--- config.mk ---
export PLATFORM = sky130hd
export DESIGN_NAME = cam_fill_ctrl
export DESIGN_NICKNAME = d
export VERILOG_FILES = /design/src/rtl/cam_ctrl_pkg.sv /design/src/rtl/cam_victim_ptr.sv /design/src/rtl/cam_fill_ctrl.sv
export SDC_FILE = /design/constraint.sdc
export NUM_CORES = 1
export LEC_CHECK = 0
export CAP_MARGIN = 20
export CORE_MARGIN = 3
export CORE_UTILIZATION = 40
export DETAILED_ROUTE_END_ITERATION = 10
export HOLD_SLACK_MARGIN = 0.03
export PLACE_DENSITY = 0.79
export SYNTH_ARGS = -nofsm -noshare
export SYNTH_HDL_FRONTEND = slang
export SYNTH_SLANG_ARGS = --single-unit
--- constraint.sdc ---
create_clock -name clk -period 3.7 [get_ports clk]
set_clock_uncertainty 0.2 [all_clocks]
set_input_delay 1.11 -clock clk [delete_from_list [all_inputs] [get_ports clk]]
set_output_delay 1.11 -clock clk [all_outputs]
set_load 0.02 [all_outputs]
--- src/rtl/cam_ctrl_pkg.sv ---
// Shared state encoding and constants for the CAM fill controller.
package cam_ctrl_pkg;

   typedef enum logic [2:0] {
      IDLE,
      LOOKUP,
      COMPARE,
      FETCH,
      FILL,
      RESP
   } cam_ctrl_state_t;

   localparam int STAT_W = 16;

endpackage

--- src/rtl/cam_victim_ptr.sv ---
// Round-robin CAM victim slot pointer, counts modulo WORDS on each advance.
module cam_victim_ptr
   import cam_ctrl_pkg::*;
#(
   parameter int WORDS     = 8,
   parameter int ADDR_LEFT = $clog2(WORDS) - 1
) (
   input  logic               clk,
   input  logic               rst_,
   input  logic               advance,
   output logic [ADDR_LEFT:0] ptr
);

   localparam int PW = ADDR_LEFT + 1;
   localparam logic [ADDR_LEFT:0] LAST = PW'(WORDS - 1);

   always_ff @(posedge clk or negedge rst_) begin
      if (!rst_) begin
         ptr <= '0;
      end else if (advance) begin
         ptr <= (ptr == LAST) ? '0 : ptr + PW'(1);
      end
   end

endmodule

--- src/rtl/cam_fill_ctrl.sv ---
// Lookup/miss-fill sequencer in front of a tag-matched CAM.
// Optional hit/miss counters are enabled by defining CAM_FILL_CTRL_STATS_EN.
module cam_fill_ctrl
   import cam_ctrl_pkg::*;
#(
   parameter int WORDS     = 8,
   parameter int BITS      = 8,
   parameter int ADDR_LEFT = $clog2(WORDS) - 1,
   parameter int TAG_SZ    = 8
) (
   input  logic               clk,
   input  logic               rst_,
   input  logic               req,
   input  logic [TAG_SZ-1:0]  req_tag,
   output logic               ready,
   output logic               rsp_valid,
   output logic               rsp_hit,
   output logic [BITS-1:0]    rsp_data,
   output logic               cam_read,
   output logic [TAG_SZ-1:0]  cam_check_tag,
   input  logic               cam_found,
   input  logic [BITS-1:0]    cam_data,
   output logic               cam_write_,
   output logic [ADDR_LEFT:0] cam_w_addr,
   output logic [BITS-1:0]    cam_wdata,
   output logic [TAG_SZ-1:0]  cam_new_tag,
   output logic               cam_new_valid,
   output logic               mem_req,
   output logic [TAG_SZ-1:0]  mem_tag,
   input  logic               mem_ack,
   input  logic [BITS-1:0]    mem_rdata
`ifdef CAM_FILL_CTRL_STATS_EN
   ,
   output logic [STAT_W-1:0]  hit_cnt,
   output logic [STAT_W-1:0]  miss_cnt
`endif
);

   cam_ctrl_state_t    state, next_state;
   logic [TAG_SZ-1:0]  tag_q;
   logic [BITS-1:0]    fill_q;
   logic [ADDR_LEFT:0] victim;
   logic               advance;

   always_ff @(posedge clk or negedge rst_) begin
      if (!rst_) begin
         state <= IDLE;
      end else begin
         state <= next_state;
      end
   end

   always_comb begin
      next_state = state;
      unique case (state)
         IDLE:    if (req) next_state = LOOKUP;
         LOOKUP:  next_state = COMPARE;
         COMPARE: next_state = cam_found ? RESP : FETCH;
         FETCH:   if (mem_ack) next_state = FILL;
         FILL:    next_state = RESP;
         RESP:    next_state = IDLE;
         default: next_state = IDLE;
      endcase
   end

   // Strobes are pure state decodes so no input reaches an output combinationally.
   always_comb begin
      ready         = 1'b0;
      cam_read      = 1'b0;
      cam_write_    = 1'b1;
      cam_new_valid = 1'b0;
      mem_req       = 1'b0;
      rsp_valid     = 1'b0;
      advance       = 1'b0;
      case (state)
         IDLE:   ready = 1'b1;
         LOOKUP: cam_read = 1'b1;
         FETCH:  mem_req = 1'b1;
         FILL: begin
            cam_write_    = 1'b0;
            cam_new_valid = 1'b1;
            advance       = 1'b1;
         end
         RESP:   rsp_valid = 1'b1;
         default: ;
      endcase
   end

   always_ff @(posedge clk or negedge rst_) begin
      if (!rst_) begin
         tag_q    <= '0;
         fill_q   <= '0;
         rsp_data <= '0;
         rsp_hit  <= 1'b0;
      end else begin
         if (state == IDLE && req) tag_q <= req_tag;
         if (state == COMPARE && cam_found) begin
            rsp_data <= cam_data;
            rsp_hit  <= 1'b1;
         end
         if (state == FETCH && mem_ack) fill_q <= mem_rdata;
         if (state == FILL) begin
            rsp_data <= fill_q;
            rsp_hit  <= 1'b0;
         end
      end
   end

   cam_victim_ptr #(
      .WORDS     (WORDS),
      .ADDR_LEFT (ADDR_LEFT)
   ) u_victim (
      .clk     (clk),
      .rst_    (rst_),
      .advance (advance),
      .ptr     (victim)
   );

   assign cam_check_tag = tag_q;
   assign mem_tag       = tag_q;
   assign cam_new_tag   = tag_q;
   assign cam_wdata     = fill_q;
   assign cam_w_addr    = victim;

`ifdef CAM_FILL_CTRL_STATS_EN
   always_ff @(posedge clk or negedge rst_) begin
      if (!rst_) begin
         hit_cnt  <= '0;
         miss_cnt <= '0;
      end else if (state == COMPARE) begin
         if (cam_found && hit_cnt != '1)   hit_cnt  <= hit_cnt + STAT_W'(1);
         if (!cam_found && miss_cnt != '1) miss_cnt <= miss_cnt + STAT_W'(1);
      end
   end
`endif

endmodule

# [Yosys cells after proc, flatten, opt, wreduce, memory -nomap -nowiden]
# Cells that the tools add are included.
[op_classes] shifts=0 div_mod_pow=0 order_cmp=0 eq_ne=8 reduce_logical=6 addsub=1 n_mux=15 n_mul=0 bitwise_logic=0
[op_table] op="8-bit 2-to-1 mux" n=2
[op_table] op="3-bit one-hot mux with 5 select lines" n=1
[op_table] op="3-bit 2-to-1 mux" n=4
[op_table] op="3-bit equality test, second input constant" n=3
[op_table] op="1-bit 2-to-1 mux" n=8
[op_table] op="3-bit by 2-bit equality test with 1-bit output, second input constant" n=2
[op_table] op="2-bit != test, second input constant" n=2
[op_table] op="3-bit by 1-bit adder with 3-bit output, second input constant" n=1
[op_table] op="3-bit by 1-bit equality test with 1-bit output, second input constant" n=1
[op_table] op="1-bit logical AND" n=3
[op_table] op="3-bit logical NOT" n=1
[op_table] op="2-bit AND reduction" n=1
[op_table] op="2-bit nonzero test" n=1
[word_totals] ff_bits=31 inputBits=29 wordCells=36 output_inout_bits=50 latch_bits=0 romBits=0 n_memories=0 ram_bits=0

# [Logic depth before layout (Yosys ltp)]
[logic_depth] depth_word=4 ltp_mapped=5 mapped_depth_nobuf=4

# [Hierarchy]
# A second synthesis with hierarchy kept.
[unflattened] cells_unflattened=116 area_unflattened_um2=1592.8
[modules_own_cells] mod="cam_fill_ctrl" area_each_um2=1455.1 seq_area_each_um2=700.7 cells_each=107 n_inst=1
[modules_own_cells] mod="cam_victim_ptr" area_each_um2=137.6 seq_area_each_um2=75.1 cells_each=9 n_inst=1

# [Least setup slack after synthesis]
# OpenSTA, ideal clock, no wires.
[synth_timing] path_kind="register to output" startpoint="reg state[0]" endpoint="out cam_write_" slack_ns=1.298 stages_incl_launch_ff=5 arrival_ns=1.092 path_buffers=2 required_ns=2.390 path_cell_list="dfrtp_1 buf_6 nor3b_4 buf_4 inv_1"
[synth_between] elab_chain_len=2
[synth_rtl] item="start: declaration" line="cam_fill_ctrl.sv:39" text="cam_ctrl_state_t state, next_state;"
[synth_rtl] item="start signal: assignment" line="cam_fill_ctrl.sv:49" text="state <= next_state;"
[synth_rtl] item="3-bit equality test" line="cam_fill_ctrl.sv:75" text="case (state)"
[synth_rtl] item="1-bit 2-to-1 mux" line="cam_fill_ctrl.sv:75"
[synth_rtl] item="end: declaration" line="cam_fill_ctrl.sv:23" text="output logic cam_write_,"
# Every way passes these cells.

# [Worst setup path after layout]
[layout_timing] startpoint="reg state[0]" endpoint="out cam_new_valid"
[layout_between] elab_chain_len=2
[layout_rtl] item="3-bit equality test" line="cam_fill_ctrl.sv:75"
[layout_rtl] item="1-bit 2-to-1 mux" line="cam_fill_ctrl.sv:75"
[layout_rtl] item="end: declaration" line="cam_fill_ctrl.sv:27" text="output logic cam_new_valid,"
# Every way passes these cells.

==> impl_results.md <==
- Status: finished, final reports clean
- Core Box Area: 3720 um^2
- Worst setup SP type: flop
- Final Setup Violations: 0
- RR Endpoint: rsp_data[5]
- Worst-Skew Late Latency: 0.27 ns
- Final wirelength: 3360 um
- Clock buffer depth: 2
- Area of the multi-input gates: 609 um^2
- Slew Viols, Final: 0
- Maximum vdd drop: 0.419 mV
- DRC violations left: 0
- Worst slew pin tran: 0.402 ns
- RSZ-0062 raised after global routing: false
- Final min period: 3.23 ns
- Crit Path Max Fanout: 10
- Initial antenna violation count: 0
- Fin Hold WS: 0.313 ns
- Root Driver: clkbuf_8
- Hold EP: rsp_data[1]
- WS Path Type: reg -> out
- Worst R2R Start: state[0]
- Distinct cells, synth: 24
- Worst Hold Class: reg -> reg
- DRT iter0 DRCs: 4
- Gpl congestion: 0.856
- Die X: 68.6 um
- Pleak: 0.973 nW
- Post-CTS Repair Setup Buffers: 0
- Reg area: 776 um^2
- Fin Setup TNS: 0 ns
- Routed Antenna Nets: 0
- Post-route cell area: 2320 um^2
- Max-Cap Viols: 0
- # nets final: 212
- Finished Layout Cells: 228
- Ys Warns: 0
- Final period util: 0.873
- Data required, critical path: 2.39 ns
- Overall routing resource usage: 0.152
- Die area: 4700 um^2
- H-tree depth: 2
- Slowest cell delay on critical path: 0.69 ns
- Vias after detailed routing: 1098
- Vias in the first global route: 1060
- Post-CTS Resized: 0
- CP delay by family, top: buffers and inverters
- R2R Setup Slk: 1.57 ns
- Starting Density: 0.422
- Drt pass-1 iters: 2
- CP Data Arrival Time: 1.92 ns
- Fin. Hold Viols: 0
- Io pins: 79
- Peak Freq: 310 MHz
- Slowest CP cell: clkdlybuf4s50_1
- WP buf/inv: 1
- Sequential fraction of the synthesis area: 0.495
- Slew headroom: 0.732
- WL/cell: 14.7 um
- WHS Path Cells: 1
- Die Y: 68.6 um
- CTS tree: yes
- ANT cells: 0
- Post-synthesis register bit count: 31
- Worst-path cell chain: nor3b_4, clkdlybuf4s50_1
- Site row count: 22
- CTS clk-pin slew, worst paths: 0.06 ns
- Grt ovf: 0
- Inst Count DP: 222
- Clock sinks: 31
- Hold path start: rsp_data[1]
- R2R depth: 4
- IO buf count: 78
- Cell Area, Synth: 1570 um^2
- Worst path depth: 2
- Syn Area/Cell: 13.5 um^2
- Syn Inst Count: 116
- Layout Area Growth over Synthesis: 48.4%
- First-pass GRT wire length: 5180 um
- CP Capture Type: primary output
- Post-DR vias/cell: 4.82
- HPWL after detailed placement: 2560 um
- Cts bufs inserted: 5
- Fillers: 305
- Share of post-route cells with drive strength above 1: 0.261
- Dpl cell area: 2250 um^2
- Largest net degree at the start of global routing: 32
- CTS hold repair buffers: 0
- Synth Net Count: 147
- P per Cell Area: 956 nW/um^2
-- how the worst max path moves through the flow --
stage,start,end
after floorplan,state[0],cam_write_
after global placement,state[0],cam_new_valid
after detailed placement,state[2],cam_new_valid
after CTS,state[0],cam_new_valid
after global routing,state[2],cam_new_valid
final,state[0],cam_new_valid
-- per-layer routing --
layer / up-vias / track usage / part of all wire
li1: 506 / - / -
met1: 517 / 0.172 / 0.40
met2: 70 / 0.237 / 0.45
met3: 5 / 0.0827 / 0.14
met4: 0 / 0.0645 / 0.014
met5: - / 0 / 0
-- per-stage QoR --
| step | setup slack [ns] | utilization | total power (W) |
|---|---|---|---|
| 5_1_grt | 0.367 | 0.626 | 0.00237 |
| 6_report | 0.472 | 0.626 | 0.00222 |
| 2_1_floorplan | 1.30 | - | 0.00150 |
| 3_3_place_gp | 0.779 | 0.606 | 0.00197 |
| 3_5_place_dp | 0.761 | 0.606 | 0.00201 |
| 4_1_cts | 0.449 | 0.626 | 0.00225 |
-- kinds of logic (layout without fill, tap and decap cells) --
kind of cell / Yosys count / after routing / share of synthesized area
AO/OA/AOI/OAI: 5 / 5 / 0.0256
multiplexers: 35 / 35 / 0.271
flip-flops: 31 / 31 / 0.495
adder cells (fa/ha/maj): 2 / 2 / 0.0160
buffers and inverters: 25 / 89 / 0.116
AND/OR/NAND/NOR: 18 / 18 / 0.0767
-- sequential cells by signal, summed over array words and instances, names as in the netlist --
register       cells
rsp_hit            1
u_victim.ptr       3
cam_check_tag      8
cam_wdata          8
state              3
rsp_data           8
-- power breakdown --
group | internal (W) | switching [W]
Sequential | 0.000511 | 0.000165
Combinational | 0.000719 | 0.000593
Clock | 0.000125 | 0.000108
Total | 0.00136 | 0.000866
-- cells in the mapped netlist, drive strengths merged --
cell / instances / area share
inv: 3 / 0.0072
a21oi: 2 / 0.014
ha: 2 / 0.016
or3: 1 / 0.0072
nand3b: 1 / 0.0048
and2: 1 / 0.0040
buf: 21 / 0.11
nor3: 3 / 0.0096
nor2: 3 / 0.0072
nand2b: 2 / 0.0080
or2b: 1 / 0.0048
nand2: 2 / 0.0048
nor3b: 3 / 0.022
a221oi: 1 / 0.0056
dfrtp: 31 / 0.50
and3: 1 / 0.0048
mux2: 35 / 0.27
o21ai: 2 / 0.0064
clkbuf: 1 / 0.0032
-- placed cells by master (no fill, tap or decap), drive strengths merged, types with 3 or more instances in the layout --
cell type | synthesis | final
clkdlybuf4s50 | 0 | 78
nor2 | 3 | 3
inv | 3 | 3
nor3 | 3 | 3
clkbuf | 1 | 6
nor3b | 3 | 3
dfrtp | 31 | 31
mux2 | 35 | 35
-- worst register-to-register path: cells and delay by family, from the launching register on --
kind          cells  cell delay [ns]
simple gates      1             0.44
mux               2             0.61
buf+inv           1             0.25
flops             1             0.52
-- cell type report --
| cell class | instances | share of cell area |
|---|---|---|
| inverter | 3 | 0.00484 |
| sequential | 31 | 0.334 |
| tap | 48 | 0.0258 |
| multi-input combinational | 60 | 0.262 |
| timing repair buffer | 80 | 0.342 |
| clock buffer | 6 | 0.0312 |
Note: power is estimated with default switching activity, not from simulation.
